File: src/rtl/display_pkg.sv
// Shared display types for the seven-segment feeder path, plus the
// leading-zero blank rule used wherever a 16-bit word is shown on four digits.
package display_pkg;

    localparam int NIBBLE_W   = 4;
    localparam int NUM_DIGITS = 4;
    localparam int WORD_W     = NIBBLE_W * NUM_DIGITS;

    typedef logic [WORD_W-1:0]     disp_word_t;
    typedef logic [NUM_DIGITS-1:0] blank_t;

    // Digit 0 is never blanked so an all-zero word still shows a single "0".
    function automatic blank_t leading_blank(input disp_word_t w);
        blank_t b;
        b    = '0;
        b[3] = (w[15:12] == 4'h0);
        b[2] = b[3] & (w[11:8] == 4'h0);
        b[1] = b[2] & (w[7:4] == 4'h0);
        return b;
    endfunction

endpackage

File: src/rtl/key_debouncer.sv
// Pushbutton conditioner: 2-flop synchronizer, hold-time debouncer and a
// one-cycle press pulse on each accepted released->pressed transition.
module key_debouncer #(
    parameter int DEBOUNCE_CYCLES = 50000
) (
    input  logic Clk,
    input  logic Reset,
    input  logic Key_n,
    output logic Press
);

    localparam int CNT_W = $clog2(DEBOUNCE_CYCLES + 1);

    logic             sync1_q, sync2_q;
    logic             stable_q, stable_d;
    logic             press_q, press_d;
    logic [CNT_W-1:0] cnt_q, cnt_d;

    // The counter only runs while the synced level disagrees with the accepted one.
    always_comb begin
        stable_d = stable_q;
        cnt_d    = '0;
        if (sync2_q != stable_q) begin
            if (cnt_q == CNT_W'(DEBOUNCE_CYCLES - 1)) begin
                stable_d = ~stable_q;
            end else begin
                cnt_d = cnt_q + 1'b1;
            end
        end
        press_d = stable_q & ~stable_d;
    end

    always_ff @(posedge Clk or posedge Reset) begin
        if (Reset) begin
            sync1_q  <= 1'b1;
            sync2_q  <= 1'b1;
            stable_q <= 1'b1;
            cnt_q    <= '0;
            press_q  <= 1'b0;
        end else begin
            sync1_q  <= Key_n;
            sync2_q  <= sync1_q;
            stable_q <= stable_d;
            cnt_q    <= cnt_d;
            press_q  <= press_d;
        end
    end

    assign Press = press_q;

endmodule

File: src/rtl/hex_page_sequencer.sv
// Steps through NUM_PAGES debug words on a debounced key and registers the
// selected word as four nibbles with leading-zero blank flags.
module hex_page_sequencer
    import display_pkg::*;
#(
    parameter int NUM_PAGES       = 4,
    parameter int DEBOUNCE_CYCLES = 50000,
    parameter int BLANK_EN        = 1
) (
    input  logic                         Clk,
    input  logic                         Reset,
    input  logic                         Key_n,
    input  logic                         Freeze,
    input  logic [WORD_W*NUM_PAGES-1:0]  Page_in,
    output logic [$clog2(NUM_PAGES)-1:0] Page_sel,
    output logic [WORD_W-1:0]            Hex_out,
    output logic [NUM_DIGITS-1:0]        Blank,
    output logic                         Upd
);

    localparam int     SEL_W     = $clog2(NUM_PAGES);
    localparam blank_t BLANK_RST = (BLANK_EN != 0) ? blank_t'(4'b1110) : blank_t'(4'b0000);

    logic             press;
    logic [SEL_W-1:0] page_q, page_d;
    logic [SEL_W-1:0] shown_q, shown_d;
    disp_word_t       hex_q, hex_d;
    blank_t           blank_q, blank_d;
    logic             upd_q, upd_d;
    disp_word_t       word;

    key_debouncer #(
        .DEBOUNCE_CYCLES(DEBOUNCE_CYCLES)
    ) u_key (
        .Clk  (Clk),
        .Reset(Reset),
        .Key_n(Key_n),
        .Press(press)
    );

    // shown_q remembers which page the capture register holds, so Upd fires
    // on page changes only and never on live data changes within a page.
    always_comb begin
        page_d = page_q;
        if (press) begin
            page_d = (page_q == SEL_W'(NUM_PAGES - 1)) ? '0 : page_q + 1'b1;
        end

        word = '0;
        for (int k = 0; k < NUM_PAGES; k++) begin
            if (page_q == SEL_W'(k)) begin
                word = Page_in[k*WORD_W +: WORD_W];
            end
        end

        hex_d   = hex_q;
        blank_d = blank_q;
        shown_d = shown_q;
        upd_d   = 1'b0;
        if (!Freeze) begin
            hex_d   = word;
            blank_d = (BLANK_EN != 0) ? leading_blank(word) : '0;
            shown_d = page_q;
            upd_d   = (page_q != shown_q);
        end
    end

    always_ff @(posedge Clk or posedge Reset) begin
        if (Reset) begin
            page_q  <= '0;
            shown_q <= '0;
            hex_q   <= '0;
            blank_q <= BLANK_RST;
            upd_q   <= 1'b0;
        end else begin
            page_q  <= page_d;
            shown_q <= shown_d;
            hex_q   <= hex_d;
            blank_q <= blank_d;
            upd_q   <= upd_d;
        end
    end

    assign Page_sel = page_q;
    assign Hex_out  = hex_q;
    assign Blank    = blank_q;
    assign Upd      = upd_q;

endmodule
File: config.mk
export PLATFORM = sky130hd
export DESIGN_NAME = hex_page_sequencer
export DESIGN_NICKNAME = d
export VERILOG_FILES = /design/src/rtl/display_pkg.sv /design/src/rtl/key_debouncer.sv /design/src/rtl/hex_page_sequencer.sv
export SDC_FILE = /design/constraint.sdc
export NUM_CORES = 1
export LEC_CHECK = 0
export ABC_AREA = 1
export BUFFER_PORTS_ARGS = -buffer_cell sky130_fd_sc_hd__buf_2
export CAP_MARGIN = 10
export CORE_MARGIN = 2
export CORE_UTILIZATION = 55
export CTS_BUF_LIST = sky130_fd_sc_hd__clkbuf_4
export DETAILED_ROUTE_END_ITERATION = 7
export GPL_TIMING_DRIVEN = 0
export PLACE_DENSITY = 0.87
export SKIP_CTS_REPAIR_TIMING = 1
export SLEW_MARGIN = 20
export SYNTH_ARGS = -nofsm -noshare
export SYNTH_HDL_FRONTEND = slang
export SYNTH_SLANG_ARGS = --single-unit
File: constraint.sdc
create_clock -name Clk -period 2.6 [get_ports Clk]
set_input_delay 0.13 -clock Clk [delete_from_list [all_inputs] [get_ports Clk]]
set_output_delay 0.13 -clock Clk [all_outputs]
set_load 0.01 [all_outputs]
==> results by group, run 1 <==
Routing
  • Average routed wire per standard cell: around 13 µm
  • Drt via density: 5.33
  • Initial drt markers: 190
  • DR vias: between 2000 and 3000
  • Drt drc: 0
  • Routed Wire Length: roughly 6400 µm
  • Post-DRT Antenna Nets: 0
  • First drt pass iteration count: 4

Setup path
  • Crit path launch type: flip-flop
  • CP Launch Point: Page_sel[0]
  • CP Data Arrival Time: 2.25 ns
  • Worst R2R Path Depth: 12
  • Crit-path max FO: 10
  • Required @ worst endpoint: 2.91 ns
  • FF-to-FF Start: Page_sel[0]
  • Worst Setup End Kind: flip-flop
  • Setup Crit Path Kind: flip-flop to flip-flop

Clock tree
  • Worst-path clk slew: between 0.1 and 0.15 ns
  • H-tree Lvls: 2
  • CTS tree: done
  • TritonCTS Sinks: 44
  • Clk_lat worst skew: 0.37 ns
  • Max Root-Sink Buffers: 2
  • Root Buffer: clkbuf_4
  • CTS Buf Count: 5

Synth
  • Largest family of logic cells by synthesized area: simple AND/OR/NAND/NOR gates
  • Synth Cell Area: between 2000 and 3000 µm²
  • FF+latch count, synth: 44
  • Register area share after synthesis: 43.0%
  • Synth Area in Compound Gates: ~12%
  • Synth Area in Simple Gates: 32.8%
  • Mean Syn Cell Area: about 7.5 µm²
  • Syn nets: between 400 and 500
  • Synth Area in XOR/XNOR: between 3 and 4%
  • Synthesized instance count: 342
  • Synth cell types: 30
  • Area share of fa/ha/maj cells after synthesis: under 10%
  • Mux cell area share after synthesis: 0%
  • Yosys warnings: 0

STA
  • Endpoints failing hold: 0
  • Slew HR: between 50% and 60%
  • Setup Skew: 0.00856 ns
  • Fin Setup TNS: 0 ns
  • RSZ-0062 raised after global routing: no
  • Slew @ Worst Pin: ~0.7 ns
  • Final setup margin: ~0.66 ns
  • Final setup fails: 0
  • Achievable frequency: between 500 and 600 MHz
  • Post-layout min period: a little under 2 ns
  • Tcrit/Tclk final: between 70% and 80%
  • Fin. max-slew vios: 0

Floorplan
  • Starting Density: 58.0%
  • Die height: between 70 and 80 µm
  • Die area: roughly 5300 µm²
  • Core ar.: between 4000 and 5000 µm²
  • Row cnt: 24
  • Die width: roughly 72 µm
  • Boundary Pins: 91

GRT
  • GRT Total Usage: a little over a quarter
  • Total congestion overflow: 0
  • First-pass GRT wire length: around 11000 µm
  • Initial antenna violation count: 0
  • Largest net degree at the start of global routing: 37
  • Vias in the first global route: roughly 2500

Power and ir drop
  • P_leak: about 1.6 nW
  • Pwr dens: between 400 and 500 nW/µm²
  • VDD IR max: around 0.37 mV
  • Pwr Total: 1.53 mW

Run
  • Max-cap violations: 0

Worst hold path
  • Tightest Hold Check Type: primary input to flip-flop
  • Hold path start: Page_in[48]
  • Hold Path Cell Cnt: 3

Layout
  • Layout Cells excl Fill: a little under 500
  • Fill cells: 361
  • Final net count: roughly 500
  • Final Util: between 70% and 80%
  • Layout area overhead: 26.1%
  • Ratio of cells with drive above 1 in the final layout: 31.1%
  • Inserted Diodes: 0

Place
  • Pre-CTS WS: between 0.7 and 0.8 ns
  • Cells after DPL: around 480
  • Placer Congestion: approximately 0.90
  • PortBufs: 88
  • HPWL after DPL: 4970 µm

Outcome
  • Status: finished, final reports clean
[flip-flops by register name, indices dropped and copies added, names as in the netlist]
signal          count
Page_sel            2
u_key.sync1_q       1
Upd                 1
u_key.Press         1
Hex_out            16
u_key.cnt_q        16
shown_q             2
u_key.sync2_q       1
u_key.stable_q      1
Blank               3
[worst paths after layout]
| path | end | slack, ns |
|---|---|---|
| worst min register to register | u_key.sync2_q | 0.37 |
| worst max-delay path | Blank[1] | 0.66 |
| worst min-delay path | Hex_out[0] | 0.07 |
| max in group asynchronous | Blank[1] | 1.89 |
| worst max register to register | Blank[1] | 0.66 |
| min in group asynchronous | Hex_out[3] | 0.20 |
[metal layers]
| layer | wire length [µm] | track usage [%] |
|---|---|---|
| met5 | 0 | 0 |
| met4 | 151 | 12.3 |
| met3 | 324 | 5.14 |
| met2 | 3140 | 45.2 |
| met1 | 2810 | 33.9 |
[worst max-delay path: stages (launching register included)]
cell and delay, ns:
dfrtp_1 0.48, inv_1 0.16, ha_1 0.16, buf_2 0.19
inv_2 0.10, buf_2 0.19, nand2_1 0.09, nand2_1 0.06
nand2_1 0.07, nand2_1 0.05, nor2_1 0.17, nand3_1 0.09
nand2_1 0.08
[where the power goes]
| group | leakage, nW | total (mW) | switching (mW) | internal (mW) |
|---|---|---|---|---|
| sequential | 0.557 | 0.731 | 0.0165 | 0.714 |
| combinational | 1.01 | 0.186 | 0.100 | 0.0860 |
| clock | 0.0654 | 0.617 | 0.221 | 0.396 |
[cell usage after synthesis, drive strengths merged]
cell | n | share of area, %
nor2 | 31 | 4.8
clkbuf | 4 | 0.58
xor2 | 5 | 1.7
ha | 5 | 2.4
conb | 1 | 0.15
inv | 23 | 3.3
nand4 | 3 | 0.73
o211ai | 4 | 1.2
xnor2 | 4 | 1.4
dfrtp | 38 | 37
dfstp | 6 | 6.1
nand2 | 106 | 16
nand3 | 23 | 5.0
a21boi | 1 | 0.44
o21ai | 17 | 3.3
nor3 | 13 | 2.9
a21oi | 32 | 6.6
or2 | 11 | 2.7
buf | 11 | 3.1
nor4 | 4 | 0.97
[per-stage QoR]
stage | hold WS [ns] | area [µm²]
6_report | 0.0668 | 3250
5_1_grt | 0.0809 | 3250
4_1_cts | -0.357 | 3230
3_5_place_dp | 0.0544 | 3100
3_3_place_gp | 0.235 | 3080
2_1_floorplan | 0.134 | 2580
[kinds of logic (layout without fill, tap and decap cells)]
group           after synthesis  after routing
fa+ha+maj                     5              5
simple gates                191            191
other cells                   1              1
buf+inv                      38            137
compound gates               54             54
flops                        44             44
xor+xnor                      9              9
[layout by cell type, fill, tap and decap left out, types with 2 or more instances in the layout]
master | synthesis | routed
nand3_1 | 20 | 20
nor3_1 | 11 | 11
nor2_1 | 28 | 28
nor4_1 | 4 | 4
buf_6 | 3 | 3
dfrtp_1 | 38 | 38
a21oi_1 | 31 | 31
o211ai_1 | 4 | 4
ha_1 | 5 | 5
o21ai_0 | 17 | 17
nand3_2 | 3 | 3
xnor2_1 | 4 | 4
or2_0 | 2 | 2
nand2_1 | 103 | 103
dlygate4sd3_1 | 0 | 2
bufinv_16 | 0 | 3
nand4_1 | 3 | 3
nor2_2 | 3 | 3
dfstp_2 | 6 | 6
clkbuf_1 | 4 | 4
nor3_2 | 2 | 2
clkbuf_4 | 0 | 5
buf_4 | 2 | 2
nand2_2 | 3 | 3
buf_2 | 6 | 94
inv_2 | 4 | 5
or2_1 | 4 | 4
or2_2 | 5 | 5
inv_1 | 19 | 18
xor2_1 | 5 | 5
[cell type report]
cell class,instances,area (µm²),area share (%)
clock inverters,3,90.1,2.77
inverters,23,86.3,2.65
clock buffers,5,37.5,1.15
repair buffers,91,480,14.8
well taps,52,65.1,2.00
multi-input cells,260,1290,39.7
plain buffers,15,93.8,2.89
flip-flops and latches,44,1110,34.1
Note: power is estimated with default switching activity, not from simulation.
==> run 2: changes to the inputs <==
--- a/config.mk
+++ b/config.mk
@@ -9,11 +9,11 @@
 export BUFFER_PORTS_ARGS = -buffer_cell sky130_fd_sc_hd__buf_2
 export CAP_MARGIN = 10
 export CORE_MARGIN = 2
-export CORE_UTILIZATION = 55
+export CORE_UTILIZATION = 52
 export CTS_BUF_LIST = sky130_fd_sc_hd__clkbuf_4
 export DETAILED_ROUTE_END_ITERATION = 7
 export GPL_TIMING_DRIVEN = 0
-export PLACE_DENSITY = 0.87
+export PLACE_DENSITY = 0.83
 export SKIP_CTS_REPAIR_TIMING = 1
 export SLEW_MARGIN = 20
 export SYNTH_ARGS = -nofsm -noshare
==> constraint.sdc (replaced) <==
create_clock -name Clk -period 2 [get_ports Clk]
set_input_delay 0.1 -clock Clk [delete_from_list [all_inputs] [get_ports Clk]]
set_output_delay 0.1 -clock Clk [all_outputs]
set_load 0.01 [all_outputs]
==> results by group, run 2 (same netlist as run 1, synthesis figures left out) <==
Place
  • Pre-CTS WS: 0.0939 ns (-0.614 ns)
  • HPWL after DPL: 5080 µm (+2.1%)
  • Placed inst area: 3120 µm² (+0.60%)
  • Placer Congestion: 0.930 (+2.8%)
  • PortBufs: 88 (unchanged)

STA
  • Post-layout min period: 1.85 ns (-0.0949 ns)
  • Endpoints failing hold: 0 (unchanged)
  • Setup Skew: 0.0154 ns (+0.00686 ns)
  • Tcrit/Tclk final: 92.4% (+18 points)
  • Fin. max-slew vios: 0 (unchanged)
  • Slew @ Worst Pin: 0.659 ns (-0.0483 ns)
  • Slew HR: 55.7% (+3.2 points)
  • Achievable frequency: 541 MHz (+5.1%)
  • Final setup fails: 0 (unchanged)
  • Final setup margin: 0.152 ns (-0.505 ns)
  • Fin Setup TNS: 0 ns (unchanged)

Setup path
  • Crit path launch type: flip-flop
  • Worst Setup EP: Blank[1]
  • R2R Setup Slk: 0.15 ns (-0.51 ns)
  • Required @ worst endpoint: 2.31 ns (-0.60 ns)
  • Reg2Reg Capture Point: Blank[1]
  • CP Launch Point: Page_sel[0]
  • Crit-path max FO: 10 (unchanged)
  • Worst R2R Path Depth: 12 (unchanged)
  • CP Data Arrival Time: 2.16 ns (-0.09 ns)
  • Worst Setup End Kind: flip-flop
  • Setup Crit Path Kind: flip-flop to flip-flop
  • FF-to-FF Start: Page_sel[0]

Clock tree
  • Worst-path clk slew: 0.14 ns (+0.02 ns)
  • Max Root-Sink Buffers: 2 (unchanged)
  • Clk_lat worst skew: 0.36 ns (about the same)
  • TritonCTS Sinks: 44 (unchanged)
  • CTS tree: done
  • Root Buffer: clkbuf_4
  • CTS Buf Count: 5 (unchanged)
  • H-tree Lvls: 2 (unchanged)

Floorplan
  • Boundary Pins: 91 (unchanged)
  • Core ar.: 4750 µm² (+7.0%)
  • Die height: 74.4 µm (+2.7%)
  • Starting Density: 54.2% (-3.8 points)
  • Die area: 5540 µm² (+5.4%)
  • Row cnt: 25 (+4.2%)
  • Die width: 74.4 µm (+2.7%)

Routing
  • First drt pass iteration count: 4 (unchanged)
  • Post-DRT Antenna Nets: 0 (unchanged)
  • DR vias: 2582 (-1.8%)
  • Drt via density: 5.07 (-4.8%)
  • Routed Wire Length: 6360 µm (-1.1%)
  • Average routed wire per standard cell: 12.5 µm (-4.2%)
  • Drt drc: 0 (unchanged)
  • Initial drt markers: 105 (-45%)

Power and ir drop
  • VDD IR max: 0.401 mV (+6.9%)
  • P_leak: 1.61 nW (-1.3%)
  • Pwr dens: 544 nW/µm² (+15%)

Layout
  • Layout Cell Area excl Fill: 3240 µm² (-0.23%)
  • Layout area overhead: 25.8%
  • Inserted Diodes: 0 (unchanged)
  • Most frequent cells in the layout: 103 x nand2_1, 93 x buf_2, 36 x dfrtp_1
  • Ratio of cells with drive above 1 in the final layout: 32.4% (+1.3 points)
  • Fill cells: 457 (+27%)
  • Final net count: 514 (+0.19%)
  • Commonest non-fill, non-tap cell in the layout: nand2_1

GRT
  • Total congestion overflow: 0 (unchanged)
  • Initial antenna violation count: 0 (unchanged)
  • Vias in the first global route: 2446 (-2.6%)
  • GRT Total Usage: 24.4% (-2.6 points)
  • Largest net degree at the start of global routing: 28 (-24%)
  • First-pass GRT wire length: 10500 µm (-4.9%)

Worst hold path
  • Tightest Hold Check Type: primary input to flip-flop

Outcome
  • Status: finished, final reports clean

Run
  • Max-cap violations: 0 (unchanged)
[run 2: cell types whose count changed in the layout (fill, tap and decap cells not counted), sizes merged]
cell      before  now
bufinv         3    1
inv           23   24
clkinvlp       0    1
clkbuf         9   10
[run 2: layout make-up]
class,count,area (µm²),share of cell area (%)
multi-input combinational,260,1290,39.9
sequential,44,1110,34.2
timing repair buffer,92,488,15.0
buffer,15,96.3,2.97
inverter,23,86.3,2.66
tap,67,83.8,2.58
clock inverter,3,46.3,1.43
clock buffer,5,37.5,1.16
[run 2: critical path, stage by stage, from the launching register on]
cell and delay [ns]:
dfrtp_2 0.48, inv_2 0.10, ha_1 0.17, clkbuf_4 0.18, inv_2 0.08, buf_2 0.18, nand2_1 0.08, nand2_1 0.06
nand2_1 0.10, nand2_1 0.07, nor2_2 0.13, nand3_1 0.10, nand2_1 0.07
[run 2: power breakdown]
group	internal (mW)	switching, mW
clock	0.267	0.307
sequential	0.929	0.0218
combinational	0.112	0.129
total	1.31	0.457
[run 2: layer usage]
metal / track usage (%) / wire (µm) / up-vias
met4: 9.72 / 139 / 0
li1: - / - / 1306
met2: 41.7 / 3050 / 66
met1: 30.9 / 2890 / 1197
met3: 4.07 / 288 / 13
met5: 0 / 0 / -
[run 2: through the flow]
stage	hold slack, ns	std cells	power [mW]	utilization, %
6_report	0.0427	509	1.77	68.2
5_1_grt	0.0523	509	1.84	68.2
4_1_cts	-0.295	506	1.78	67.4
3_5_place_dp	0.106	498	1.21	65.7
3_3_place_gp	0.205	497	1.19	65.3
2_1_floorplan	0.104	342	1.08	-
[run 2: how the worst min path moves through the flow]
| stage | startpoint | endpoint | cells past startpoint | slack (ns) |
|---|---|---|---|---|
| 2_1_floorplan | Key_n | u_key.sync1_q | 0 | 0.10 |
| 4_1_cts | Reset | u_key.cnt_q[10] | 2 | -0.30 |
| 3_5_place_dp | Reset | Hex_out[2] | 2 | 0.11 |
| 5_1_grt | Page_in[35] | Hex_out[3] | 3 | 0.05 |
| 3_3_place_gp | Key_n | u_key.sync1_q | 1 | 0.21 |
| 6_report | Page_in[50] | Hex_out[2] | 3 | 0.04 |
